File: src/rtl/square_osc_pkg.sv
// Shared types and defaults for the square-wave tone oscillator.
package square_osc_pkg;

   localparam int OSC_CNT_BW = 16;

   typedef enum logic [1:0] {
      OSC_IDLE  = 2'd0,
      OSC_RUN   = 2'd1,
      OSC_DRAIN = 2'd2
   } osc_state_e;

endpackage

File: src/rtl/square_osc_if.sv
// Note/period request in, square wave and status out.
interface square_osc_if
   import square_osc_pkg::*;
#(
   parameter int BW = OSC_CNT_BW
);
   logic [BW-1:0] halfCntPeriod_i;
   logic          gate_i;
   logic          wave_o;
   logic          edge_o;
   logic          active_o;

   modport master (
      output halfCntPeriod_i, gate_i,
      input  wave_o, edge_o, active_o
   );

   modport slave (
      input  halfCntPeriod_i, gate_i,
      output wave_o, edge_o, active_o
   );
endinterface

File: src/rtl/square_osc_tick_prescaler.sv
// Divides clk_i into counter ticks; one tick every PRESCALE cycles.
module tick_prescaler #(
   parameter int PRESCALE = 1
) (
   input  logic clk_i,
   input  logic rst_i,
   input  logic clr_i,
   output logic tick_o
);
   localparam int             PW   = (PRESCALE > 1) ? $clog2(PRESCALE) : 1;
   localparam logic [PW-1:0]  LAST = PW'(PRESCALE - 1);

   logic [PW-1:0] cnt_q;

   // Wrapping 0..PRESCALE-1 counter; clr realigns the phase to a note start.
   always_ff @(posedge clk_i) begin
      if (rst_i || clr_i) begin
         cnt_q <= '0;
      end else if (cnt_q == LAST) begin
         cnt_q <= '0;
      end else begin
         cnt_q <= cnt_q + PW'(1);
      end
   end

   assign tick_o = (cnt_q == LAST);
endmodule

File: src/rtl/square_osc.sv
// 50%-duty square-wave oscillator with glitch-free period changes and gate drain.
module square_osc
   import square_osc_pkg::*;
#(
   parameter int BW       = OSC_CNT_BW,
   parameter int PRESCALE = 1
) (
   input  logic       clk_i,
   input  logic       rst_i,
   square_osc_if.slave osc
);
   osc_state_e    state_q, state_nx;
   logic [BW-1:0] cnt_q, cnt_nx;
   logic [BW-1:0] per_q, per_nx;
   logic          wave_q, wave_nx;
   logic          edge_q, edge_nx;
   logic          tick;
   logic          start;
   logic          boundary;
   logic          per_zero;

   tick_prescaler #(.PRESCALE(PRESCALE)) u_presc (
      .clk_i  (clk_i),
      .rst_i  (rst_i),
      .clr_i  (start),
      .tick_o (tick)
   );

   assign per_zero = (osc.halfCntPeriod_i == '0);
   // perReg is never 0 outside IDLE, the guard only keeps perReg-1 from wrapping.
   assign boundary = tick && (per_q != '0) && (cnt_q == per_q - BW'(1));

   // State, counter, period latch and output registers.
   always_ff @(posedge clk_i) begin
      if (rst_i) begin
         state_q <= OSC_IDLE;
         cnt_q   <= '0;
         per_q   <= '0;
         wave_q  <= 1'b0;
         edge_q  <= 1'b0;
      end else begin
         state_q <= state_nx;
         cnt_q   <= cnt_nx;
         per_q   <= per_nx;
         wave_q  <= wave_nx;
         edge_q  <= edge_nx;
      end
   end

   // Next state: boundary work first, then the gate is judged against the new wave level.
   always_comb begin
      state_nx = state_q;
      cnt_nx   = cnt_q;
      per_nx   = per_q;
      wave_nx  = wave_q;
      edge_nx  = 1'b0;
      start    = 1'b0;
      case (state_q)
         OSC_IDLE: begin
            wave_nx = 1'b0;
            if (osc.gate_i && !per_zero) begin
               start    = 1'b1;
               per_nx   = osc.halfCntPeriod_i;
               cnt_nx   = '0;
               wave_nx  = 1'b1;
               edge_nx  = 1'b1;
               state_nx = OSC_RUN;
            end
         end
         default: begin
            // RUN and DRAIN count identically; DRAIN only differs in why it is held.
            if (boundary) begin
               cnt_nx = '0;
               per_nx = osc.halfCntPeriod_i;
               if (per_zero) begin
                  wave_nx = 1'b0;
                  edge_nx = wave_q;
               end else begin
                  wave_nx = ~wave_q;
                  edge_nx = 1'b1;
               end
            end else if (tick) begin
               cnt_nx = cnt_q + BW'(1);
            end
            if (boundary && per_zero) begin
               state_nx = OSC_IDLE;
            end else if (osc.gate_i) begin
               state_nx = OSC_RUN;
            end else if (wave_nx) begin
               state_nx = OSC_DRAIN;
            end else begin
               state_nx = OSC_IDLE;
            end
         end
      endcase
   end

   assign osc.wave_o   = wave_q;
   assign osc.edge_o   = edge_q;
   assign osc.active_o = (state_q != OSC_IDLE);
endmodule

File: src/flat_wrapper.sv
// flat-port wrapper written by rule: the top's interface ports become plain ports
module square_osc_flat import square_osc_pkg::*;
#(
   parameter int BW       = OSC_CNT_BW,
   parameter int PRESCALE = 1
)
  (clk_i, rst_i, osc_halfCntPeriod_i, osc_gate_i, osc_wave_o, osc_edge_o, osc_active_o);
  square_osc_if #(.BW(BW)) osc_i ();
  input  logic clk_i;
  input  logic rst_i;
  input wire logic [$bits(osc_i.halfCntPeriod_i)-1:0] osc_halfCntPeriod_i;
  input wire logic [$bits(osc_i.gate_i)-1:0] osc_gate_i;
  output wire logic [$bits(osc_i.wave_o)-1:0] osc_wave_o;
  output wire logic [$bits(osc_i.edge_o)-1:0] osc_edge_o;
  output wire logic [$bits(osc_i.active_o)-1:0] osc_active_o;
  assign osc_i.halfCntPeriod_i = osc_halfCntPeriod_i;
  assign osc_i.gate_i = osc_gate_i;
  assign osc_wave_o = osc_i.wave_o;
  assign osc_edge_o = osc_i.edge_o;
  assign osc_active_o = osc_i.active_o;
  square_osc #(.BW(BW), .PRESCALE(PRESCALE)) u_core (.clk_i(clk_i), .rst_i(rst_i), .osc(osc_i));
endmodule
File: config.mk
export PLATFORM = sky130hd
export DESIGN_NAME = square_osc_flat
export DESIGN_NICKNAME = d
export VERILOG_FILES = /design/src/rtl/square_osc_pkg.sv /design/src/rtl/square_osc_if.sv /design/src/rtl/square_osc_tick_prescaler.sv /design/src/rtl/square_osc.sv /design/src/flat_wrapper.sv
export SDC_FILE = /design/constraint.sdc
export NUM_CORES = 1
export LEC_CHECK = 0
export BUFFER_PORTS_ARGS = -buffer_cell sky130_fd_sc_hd__buf_2
export CORE_MARGIN = 3
export CORE_UTILIZATION = 39
export CTS_BUF_LIST = sky130_fd_sc_hd__clkbuf_16
export DETAILED_ROUTE_END_ITERATION = 8
export GPL_TIMING_DRIVEN = 0
export MAX_ROUTING_LAYER = met4
export PLACE_DENSITY = 0.6
export SKIP_CTS_REPAIR_TIMING = 1
export SLEW_MARGIN = 20
export SYNTH_ARGS = -nofsm -noshare
export SYNTH_HDL_FRONTEND = slang
export SYNTH_SLANG_ARGS = --single-unit
File: constraint.sdc
create_clock -name clk_i -period 5.7 [get_ports clk_i]
set_input_delay 0 -clock clk_i [delete_from_list [all_inputs] [get_ports clk_i]]
set_output_delay 0 -clock clk_i [all_outputs]
set_load 0.02 [all_outputs]
After elaboration in Yosys (flattened, before gate mapping)
Index checks and enable logic that the tools add are counted.
Word-level totals
  register bits: 37
  latch bits: 0
  RAM bits: 0
  memory bits (read-only): 0
  logic and storage cells: 49
  memories: 0
Operators by class
  add/sub/neg operators: 3
  multipliers: 0
  div/mod/pow operators: 0
  magnitude comparators: 0
  eq/ne operators: 3
  shifts and indexed selects: 0
  muxes and demuxes: 21
  bitwise operators: 2
  reductions and logical operators: 14
Operators by type and width (number)
  $mux W16: 7
  $add A16 B1 Y16 const B: 1
  $eq A16 B16 Y1: 1
  $logic_not A16 Y1: 1
  $reduce_bool A16 Y1: 1
  $sub A16 B1 Y16 const B: 1
  $mux W2: 5
  $mux W1: 9
  $logic_and A1 B1 Y1: 4
  $reduce_and A2 Y1: 2
  $reduce_bool A2 Y1: 2
  $ne A3 B1 Y1 const B: 1
  $logic_not A2 Y1: 1
  $ne A2 B1 Y1 const B: 1
  $not A1 Y1: 2
  $reduce_or A2 Y1: 1
  $add A1 B1 Y1 const B: 1
  $logic_not A1 Y1: 1
  $logic_or A1 B1 Y1: 1

Logic depth before layout (Yosys ltp)
Gate-level depths: netlist of run 1.
  depth after elaboration: 9
  mapped depth: 14
  gate-level depth less buffers: 10

Hierarchy
Synthesis of run 1 repeated with hierarchy kept, for this count alone.
Unflattened totals
  cell total of the unflattened synthesis: 298
  area total of the unflattened synthesis: 2489.9 µm²
By module, submodules not included
  square_osc: times used 1, cells an instance 295, area an instance 2462.4 µm², sequential area each 720.7 µm²
  tick_prescaler: times used 1, cells an instance 3, area an instance 27.5 µm², sequential area each 20.0 µm²

Worst setup path after synthesis of run 1
OpenSTA, ideal clock, no wires.
  path type: register to register
  start point: register u_core.per_q[0]
  end point: register u_core.cnt_q[10]
  library setup time: 0.078 ns
  arrival: 2.645 ns
  slack: 2.977 ns
  stages on the path, launching flop included: 15
  path buffers: 4
  cells stage by stage: dfxtp_1 inv_1 ha_1 clkbuf_1 nor3b_2 nand2_1 mux2_1 mux2i_1 o21ai_0 o2111a_1 buf_6 o21ba_4 buf_12 buf_4 nor3_1
On the way
  longest elaborated chain between the ends: 5
  elaborated cells on any way between the ends: 9
  those cells by class: add/sub: 1; eq/ne: 2; mux: 2; reduce/logical: 4
RTL lines
  from (decl): line square_osc.sv:14  | logic [BW-1:0] per_q, per_nx;
  from (signal assigned): line square_osc.sv:44  | per_q <= per_nx;
  $sub A16 B1 Y16 or $reduce_bool A16 Y1 (tied branches): line square_osc.sv:31  | assign boundary = tick && (per_q != '0) && (cnt_q == per_q - BW'(1));
  $eq A16 B16 Y1 or $logic_and A1 B1 Y1 (tied branches): line square_osc.sv:31
  $logic_and A1 B1 Y1 (*): line square_osc.sv:31
  $ne A3 B1 Y1 (no line) or $mux W16 (tied branches)
  $reduce_and A2 Y1 (no line) or $mux W16 (tied branches)
  to (signal assigned): line square_osc.sv:43  | cnt_q <= cnt_nx;
  to (decl): line square_osc.sv:13  | logic [BW-1:0] cnt_q, cnt_nx;
Every way passes the cells marked *; elsewhere a longest branch is shown, timed or not.
A chain may end at the register's enable or synchronous reset.

Final worst setup path of run 1
  start point: register u_core.per_q[0]
  end point: register u_core.cnt_q[8]
The elaborated chain is that of the path after synthesis.

==> metrics.txt, run 1 <==
Pleak between 1 and 1.5 nW; Root Buffer clkbuf_16; dpl hpwl between 4000 and 5000 um; Worst Setup End Kind register; maximum VDD drop between 0.00015 and 0.0002 V; Post-Route WL around 5300 um; Die H roughly 85 um; worst slew pin tran 0.502 ns; TritonCTS clock tree yes; worst hold stages 3; Skew-Pair Late Insertion Delay 0.28 ns; status finished, violations left; RSZ-0062 raised after global routing no; layout cell share with drive strength beyond 1 approximately 14%; Via Count ~2,000; DR iter-0 viols 107; Remaining DRCs 0; ys async rst share 0%; Slowest-stage cell, CP nor3b_2; WP data required 5.90 ns; ys flop type dfxtp_1; sequential element share of the synthesized area a little under a third; I/O Buffers 20; cell depth of the worst flop-to-flop path 14; Post-Syn Area 2420 um2; antenna viol nets, final 0; CTS Buffer Depth 2; Core Box Area 5960 um2; CP peak stage delay 0.47 ns; die width between 80 and 90 um; Final setup viols 0; pwr dens roughly 250 nW/um2; Final TNS setup 0 ns; syn_nets between 200 and 300; flops & latches, synth 37; period utilization about 56%; Slew Limit Fails 0; maxcap violations 0; pin count of the biggest net entering global routing 12; most frequent cells in the layout dfxtp_1, nand2b_1, xnor2_1; Mapped Avg Cell Area between 8 and 9 um2; GPL Wtd Cong approximately 0.86; Clock Sinks 37; first-pass GRT wire length about 9300 um; Worst Path Arrival about 3.4 ns; Ports 22; HP Class input port to register; antenna violations before repair 0; Initial Util slightly above 40%; Ys Warns 0; critical path peak fanout 10; Vias/cell approximately 5.2; crit path cell chain inv_1 > ha_1 > clkbuf_1 > nor3b_2 > nand2_1 > mux2_1 > mux2i_1 > o21ai_0 > o2111a_1 > buf_6 > o21ba_4 > buf_12 > buf_4 > nor3_1; Crit Path Class register to register; GR Util All Layers between 15 and 20%; Placed Area between 2000 and 3000 um2; number of nets in the layout roughly 330; Hold WS -0.00534 ns; Layout Skew approximately 0.0069 ns; number of global-route vias before repair ~1,900; post-route cell area about 2800 um2; grt ovf 0; cts bufs inserted 5; Yosys cell types just over 50; most common cell after layout, fill and taps aside dfxtp_1; Post-synth EDFFs 0; Syn Inst Count between 200 and 300; failing checks negative hold slack; Startpoint Class register; Antenna Cells 0; WL per Instance between 10 and 15 um; TritonRoute pass-1 iters 4; Slew headroom about two thirds; P&R area growth vs syn 14.1%; Max Freq ~310 MHz; CTS H-tree lvls 2; min Tclk post-route about 3.2 ns; Final Hold Vio Count 4; clock slew at reported path FFs around 0.060 ns; DIE AREA 7180 um2; FP Rows 28
==> final timing paths <==
check,startpoint,slack (ns),to
setup / recovery,u_core.per_q[0]$_SDFFE_PP0P_,2.49,u_core.cnt_q[8]$_SDFFE_PP0P_
hold / removal,osc_halfCntPeriod_i[1],-0.005,u_core.per_q[1]$_SDFFE_PP0P_
setup reg to reg,u_core.per_q[0]$_SDFFE_PP0P_,2.49,u_core.cnt_q[8]$_SDFFE_PP0P_
hold reg to reg,u_core.per_q[7]$_SDFFE_PP0P_,0.52,u_core.per_q[7]$_SDFFE_PP0P_
==> metal layers <==
metal	global-route usage, %	vias to the layer above	wire [um]
met1	23.0	942	2720
met3	3.53	4	137
met5	-	-	0
met4	3.60	0	46
met2	25.5	23	2390
li1	-	1030	-
==> registers in the layout (all words and copies together), names as in the netlist <==
register / count
u_core.per_q: 16
u_core.osc.wave_o: 1
u_core.state_q: 2
u_core.u_presc.cnt_q: 1
u_core.osc.edge_o: 1
u_core.cnt_q: 16
==> logic make-up (layout without fill, tap and decap cells) <==
| kind of cell | Yosys count | count (layout) | share of synthesized area [%] |
|---|---|---|---|
| adder cells (fa/ha/maj) | 3 | 3 | 1.55 |
| XOR/XNOR | 31 | 31 | 11.2 |
| flip-flops | 37 | 37 | 30.6 |
| AO/OA/AOI/OAI | 33 | 33 | 10.0 |
| buffers and inverters | 25 | 54 | 6.16 |
| multiplexers | 19 | 19 | 7.92 |
| other | 1 | 1 | 0.155 |
| AND/OR/NAND/NOR | 128 | 128 | 32.3 |
==> through the flow <==
| stage | power [mW] | std cells | hold WS (ns) | setup WS [ns] | util, % |
|---|---|---|---|---|---|
| 3_5_place_dp | 0.426 | 372 | 0.202 | 2.51 | 43.8 |
| 5_1_grt | 0.715 | 381 | 0.00274 | 2.11 | 46.3 |
| 4_1_cts | 0.686 | 380 | -0.0910 | 2.51 | 46.2 |
| 6_report | 0.678 | 381 | -0.00534 | 2.49 | 46.3 |
| 2_1_floorplan | 0.393 | 277 | 0.0785 | 2.98 | - |
| 3_3_place_gp | 0.425 | 372 | 0.197 | 2.54 | 43.8 |
==> power breakdown <==
| group | switching (mW) | internal (mW) |
|---|---|---|
| registers | 0.0125 | 0.270 |
| logic | 0.0734 | 0.0659 |
| clock network | 0.0985 | 0.158 |
| total | 0.184 | 0.493 |
==> synth_stat cells, types with 2 or more instances <==
master / count / area (um2)
dfxtp_1: 37 / 741
nand2b_1: 36 / 225
xnor2_1: 22 / 193
mux2i_1: 18 / 180
nand2_1: 16 / 60.1
nor3_1: 16 / 80.1
clkbuf_1: 13 / 48.8
nor2_1: 11 / 41.3
a21oi_1: 10 / 50.1
nor4_1: 10 / 62.6
xor2_1: 9 / 78.8
nand4_1: 7 / 43.8
inv_1: 6 / 22.5
nand3_1: 5 / 25.0
a21o_1: 4 / 30.0
or4_1: 4 / 30.0
a211oi_1: 3 / 22.5
and3_1: 3 / 18.8
ha_1: 3 / 37.5
nor2b_1: 3 / 18.8
o21ai_0: 3 / 15.0
buf_12: 2 / 40.0
buf_4: 2 / 15.0
buf_6: 2 / 22.5
nand4b_1: 2 / 17.5
nor3b_2: 2 / 25.0
nor4_4: 2 / 42.5
o21bai_1: 2 / 15.0
or3_1: 2 / 12.5
==> worst max-delay path: cells and delay by family, from the launching register on <==
family / cells / cell delay, ns
flip-flops: 1 / 0.39
buffers and inverters: 5 / 0.83
AO/OA/AOI/OAI: 3 / 0.50
AND/OR/NAND/NOR: 3 / 0.83
adder cells (fa/ha/maj): 1 / 0.14
multiplexers: 2 / 0.46
==> cell type report <==
cell class | count | area (um2)
plain buffers | 19 | 126
clock buffers | 5 | 125
clock inverters | 3 | 12.5
fillers | 625 | 3200
inverters | 6 | 22.5
multi-input cells | 215 | 1530
flip-flops and latches | 37 | 741
well taps | 75 | 93.8
repair buffers | 21 | 110
No activity file was read; power rests on OpenSTA's default activity.
==> run 2: changes to the inputs <==
==> constraint.sdc (replaced) <==
create_clock -name clk_i -period 3.2 [get_ports clk_i]
set_input_delay 0 -clock clk_i [delete_from_list [all_inputs] [get_ports clk_i]]
set_output_delay 0 -clock clk_i [all_outputs]
set_load 0.02 [all_outputs]
==> metrics.txt, run 2 (synthesized netlist as in run 1, its figures left out) <==
TritonCTS clock tree yes; CTS Buffer Depth 2 (unchanged); first-pass GRT wire length 9340 um (unchanged); GPL Wtd Cong 0.857 (unchanged); clock share of power 37.7% (about the same); layout cell share with drive strength beyond 1 14.7% (+0.65 points); Net Switching 0.330 mW (+79%); Root Buffer clkbuf_16; P&R area growth vs syn 14.6%; CTS H-tree lvls 2 (unchanged); Tot Pwr 1.21 mW (+79%); Slowest-stage cell, CP dfxtp_1; registers with the most flip-flops u_core.cnt_q x16, u_core.per_q x16, u_core.state_q x2; WL per Instance 13.9 um (about the same); die width 84.7 um (unchanged); most common cell after layout, fill and taps aside dfxtp_1; RSZ-0062 raised after global routing no; Placed Area 2610 um2 (unchanged); cts bufs inserted 5 (unchanged); area of the multi-input gates 1540 um2 (+0.57%); DIE AREA 7180 um2 (unchanged); GR Util All Layers 16.8% (unchanged); I/O Buffers 20 (unchanged); Slew headroom 64.6% (-2.0 points); Die H 84.7 um (unchanged); Startpoint Class register; Crit Path Class register to register; number of global-route vias before repair 1,937 (unchanged); Remaining DRCs 0 (unchanged); antenna violations before repair 0 (unchanged); antenna viol nets, final 0 (unchanged); CP peak stage delay 0.48 ns (about the same); Pleak 1.03 nW (+0.43%); most used cell, CP buf_12; Antenna Cells 0 (unchanged); grt ovf 0 (unchanged); DR iter-0 viols 102 (-4.7%); WP data required 3.40 ns (-2.50 ns); Layout Skew 0.00718 ns (+0.000286 ns); Worst Path Arrival 3.14 ns (-0.27 ns); Fill cells 618 (-1.1%); Worst Setup End Kind register; Vias/cell 5.24 (-0.15%); Max Freq 339 MHz (+9.1%); number of nets in the layout 327 (unchanged); Core Box Area 5960 um2 (unchanged); Final Hold Vio Count 4 (unchanged); post-route cell area 2770 um2 (+0.45%); Final setup viols 0 (unchanged); Combinational Power Share 20.9% (+0.3 points); Crit path max-delay family compound AO/OA/AOI/OAI gates; min Tclk post-route 2.95 ns (-0.267 ns); Clock Sinks 37 (unchanged); sequential power share 41.4% (-0.2 points); Internal 0.884 mW (+79%); Via Count 1,996 (-0.15%); Final TNS setup 0 ns (unchanged); pin count of the biggest net entering global routing 12 (unchanged); maxcap violations 0 (unchanged); FP Rows 28 (unchanged); HP Class input port to register; Initial Util 40.6% (unchanged); clock slew at reported path FFs 0.05 ns (about the same); Slew Limit Fails 0 (unchanged); TritonRoute pass-1 iters 5 (+1); WP buf/inv 5 (unchanged); critical path peak fanout 10 (unchanged); failing checks negative hold slack; dpl hpwl 4100 um (unchanged); maximum VDD drop 0.000301 V (+79%); most frequent cells in the layout dfxtp_1, nand2b_1, xnor2_1; Skew-Pair Late Insertion Delay 0.28 ns (about the same); register area 741 um2 (unchanged); pwr dens 438 nW/um2 (+78%); crit path cell chain inv_1 > ha_2 > nor3b_4 > buf_4 > or2_1 > a21oi_1 > a211oi_1 > a221oi_2 > o2111a_1 > buf_6 > o21ba_4 > buf_12 > buf_12 > mux2i_1; Ports 22 (unchanged); Post-Route WL 5290 um (about the same); status finished, violations left; sw frac 27.2% (-0.028 points); Hold WS -0.00553 ns (-0.000189 ns); worst slew pin tran 0.532 ns (+0.0300 ns); period utilization 92.1% (+36 points)
[run 2: routing by layer]
layer / GRT usage, % / part of all wire [%] / up-vias
met4: 3.60 / 0.95 / 0
met1: 23.0 / 51 / 937
met5: - / 0 / -
met2: 25.5 / 45 / 23
li1: - / - / 1032
met3: 3.53 / 2.8 / 4
[run 2: per-stage QoR]
step / cells / setup slack [ns] / utilization (%)
3_5_place_dp: 372 / 0.0131 / 43.8
5_1_grt: 381 / 0.0306 / 46.5
4_1_cts: 380 / 0.00821 / 46.2
3_3_place_gp: 372 / 0.0360 / 43.8
6_report: 381 / 0.254 / 46.5
2_1_floorplan: 277 / 0.477 / -
[run 2: tightest hold or removal path: cells and delay by family]
kind          cells  cell delay (ns)
simple gates      1             0.06
mux               1             0.06
buf+inv           1             0.10
[run 2: final timing paths]
path | startpoint | to | slack (ns) | cells after the start
max | u_core.per_q[0]$_SDFFE_PP0P_ | u_core.per_q[8]$_SDFFE_PP0P_ | 0.25 | 14
min reg2reg | u_core.per_q[7]$_SDFFE_PP0P_ | u_core.per_q[7]$_SDFFE_PP0P_ | 0.52 | 2
max reg2reg | u_core.per_q[0]$_SDFFE_PP0P_ | u_core.per_q[8]$_SDFFE_PP0P_ | 0.25 | 14
min | osc_halfCntPeriod_i[1] | u_core.per_q[1]$_SDFFE_PP0P_ | -0.006 | 3
[run 2: power groups by stage]
stage / sequential, mW / clock [mW] / combinational, mW
after detailed placement: 0.513 / 0 / 0.246
after global placement: 0.513 / 0 / 0.244
after global routing: 0.505 / 0.492 / 0.284
final: 0.503 / 0.458 / 0.254
after CTS: 0.503 / 0.471 / 0.248
after floorplan: 0.509 / 0 / 0.190
[run 2: area by class of cell]
class / count / share of cell area, %
Inverter: 6 / 0.813
Clock buffer: 5 / 4.51
Clock inverter: 3 / 0.451
Sequential cell: 37 / 26.7
Tap cell: 75 / 3.39
Multi-Input combinational cell: 215 / 55.4
Timing Repair Buffer: 22 / 4.24
Buffer: 18 / 4.42
==> run 3: changes to the inputs <==
--- a/config.mk
+++ b/config.mk
@@ -5,6 +5,7 @@
 export SDC_FILE = /design/constraint.sdc
 export NUM_CORES = 1
 export LEC_CHECK = 0
+export ABC_AREA = 1
 export BUFFER_PORTS_ARGS = -buffer_cell sky130_fd_sc_hd__buf_2
 export CORE_MARGIN = 3
 export CORE_UTILIZATION = 39
==> metrics.txt, run 3 <==
first-pass GRT wire length 11,400 um (+22%); DIE AREA 8100 um2 (+13%); ys async rst share 0% (unchanged); Synth area leader dfxtp_1; post-synth top area share 26.9% (-3.7 points); Mapped Avg Cell Area 6.06 um2 (-31%); HP Class input port to register; GPL Wtd Cong 0.832 (-2.9%); Final TNS setup 0 ns (unchanged); Final Hold Vio Count 0 (-4); WL per Instance 11.8 um (-15%); antenna violations before repair 0 (unchanged); maximum VDD drop 0.000228 V (-24%); Initial Util 41.7% (+1.1 points); pin count of the biggest net entering global routing 11 (-1); Root Buffer clkbuf_16; TritonCTS clock tree yes; Via Count 2,725 (+37%); Worst Path Arrival 2.45 ns (-0.69 ns); Antenna Cells 0 (unchanged); Clock Sinks 37 (unchanged); P&R area growth vs syn 12.9%; Slew Limit Fails 0 (unchanged); die width 90.0 um (+6.2%); Post-synth EDFFs 0 (unchanged); antenna viol nets, final 0 (unchanged); Max Freq 437 MHz (+29%); syn_nets 476 (+59%); most frequent cells in the layout nand2_1, nor2_1, inv_1; most common cell after layout, fill and taps aside nand2_1; maxcap violations 0 (unchanged); period utilization 71.5% (-21 points); synth cell count leaders nand2_1, nor2_1, inv_1; sequential element share of the synthesized area 26.9% (-3.7 points); DR iter-0 viols 155 (+52%); Ports 22 (unchanged); Vias/cell 4.74 (-9.5%); number of nets in the layout 504 (+54%); Syn Inst Count 454 (+64%); synth top area cells dfxtp_1, nand2_1, nor2_1; most frequent cell after synthesis nand2_1; RSZ-0062 raised after global routing no; number of global-route vias before repair 2,520 (+30%); Die H 90.0 um (+6.2%); Pleak 1.53 nW (+49%); layout cell share with drive strength beyond 1 12.9% (-1.8 points); Worst Setup End Kind register; CTS Buffer Depth 2 (unchanged); Post-Route WL 6760 um (+28%); Startpoint Class register; critical path peak fanout 10 (unchanged); Yosys cell types 30 (-41%); FP Rows 29 (+3.6%); ys flop type dfxtp_1; min Tclk post-route 2.29 ns (-0.658 ns); Crit Path Class register to register; registers with the most flip-flops u_core.cnt_q x16, u_core.per_q x16, u_core.state_q x2; Post-Syn Area 2750 um2 (+14%); Final setup viols 0 (unchanged); cts bufs inserted 5 (unchanged); Remaining DRCs 0 (unchanged); Hold WS 0.00404 ns (+0.00957 ns); GR Util All Layers 17.5% (+0.70 points); pwr dens 474 nW/um2 (+8.2%); clock slew at reported path FFs 0.05 ns (about the same); Layout Skew 0.00342 ns (-0.00375 ns); Skew-Pair Late Insertion Delay 0.28 ns (about the same); status finished clean; flops & latches, synth 37 (unchanged); TritonRoute pass-1 iters 4 (-1); grt ovf 0 (unchanged); WP data required 3.36 ns (-0.04 ns); Core Box Area 6600 um2 (+11%); Ys Warns 0 (unchanged); final design utilization 47.0% (+0.51 points); CTS H-tree lvls 2 (unchanged); dpl hpwl 5470 um (+33%); I/O Buffers 21 (+5.0%)
## run 3: worst paths after layout
check	startpoint	to	cells past startpoint	slack, ns
min	rst_i	u_core.cnt_q[1]$_SDFFE_PP0P_	2	0.004
min reg2reg	u_core.cnt_q[14]$_SDFFE_PP0P_	u_core.cnt_q[14]$_SDFFE_PP0P_	2	0.51
max reg2reg	u_core.per_q[0]$_SDFFE_PP0P_	u_core.cnt_q[11]$_SDFFE_PP0P_	16	0.91
max	u_core.per_q[0]$_SDFFE_PP0P_	u_core.cnt_q[11]$_SDFFE_PP0P_	16	0.91
## run 3: final cells by class
class,instances,area [um2]
fillers,743,3500
multi-input cells,338,1670
flip-flops and latches,37,741
inverters,68,255
clock buffers,5,125
well taps,93,116
repair buffers,21,105
plain buffers,11,83.8
clock inverters,2,7.51
## run 3: logic make-up (layout without fill, tap and decap cells)
logic type,after synthesis,count (layout),synth area share [%]
AND/OR/NAND/NOR,284,284,47.4
buffers and inverters,79,107,12.3
flip-flops,37,37,26.9
AO/OA/AOI/OAI,30,30,5.55
XOR/XNOR,20,20,6.36
adder cells (fa/ha/maj),3,3,1.36
other,1,1,0.136
## run 3: layer usage
layer | GRT usage, % | vias up | wire (um)
li1 | - | 1467 | -
met1 | 23.2 | 1219 | 3490
met2 | 28.4 | 33 | 3040
met3 | 2.25 | 6 | 158
met4 | 3.95 | 0 | 65
met5 | - | - | 0
## run 3: where the power goes
group | total [mW] | internal [mW] | switching, mW
sequential | 0.526 | 0.490 | 0.0369
combinational | 0.493 | 0.174 | 0.320
clock | 0.453 | 0.278 | 0.174
## run 3: worst max-delay path, cell delays in order (launching register included)
cell and delay [ns]:
dfxtp_1 0.38, inv_1 0.12, ha_1 0.33, nand2_1 0.07, inv_1 0.03, nor2_1 0.08, nand3_1 0.09, inv_1 0.09
nand3_1 0.09, nor2_1 0.09, nand2_1 0.08, nor2_4 0.17, nand2_4 0.10, nand2_8 0.09, nand2_1 0.09, nand2_2 0.19
nor2_1 0.07
## run 3: through the flow
step,cells,cell area [um2],power (mW),setup slack (ns)
finish,575,3110,1.47,0.912
global route,575,3110,1.57,0.687
CTS,575,3110,1.48,0.889
detailed placement,568,2970,1.03,0.906
global placement,568,2970,1.03,0.929
floorplan,454,2750,0.919,1.30
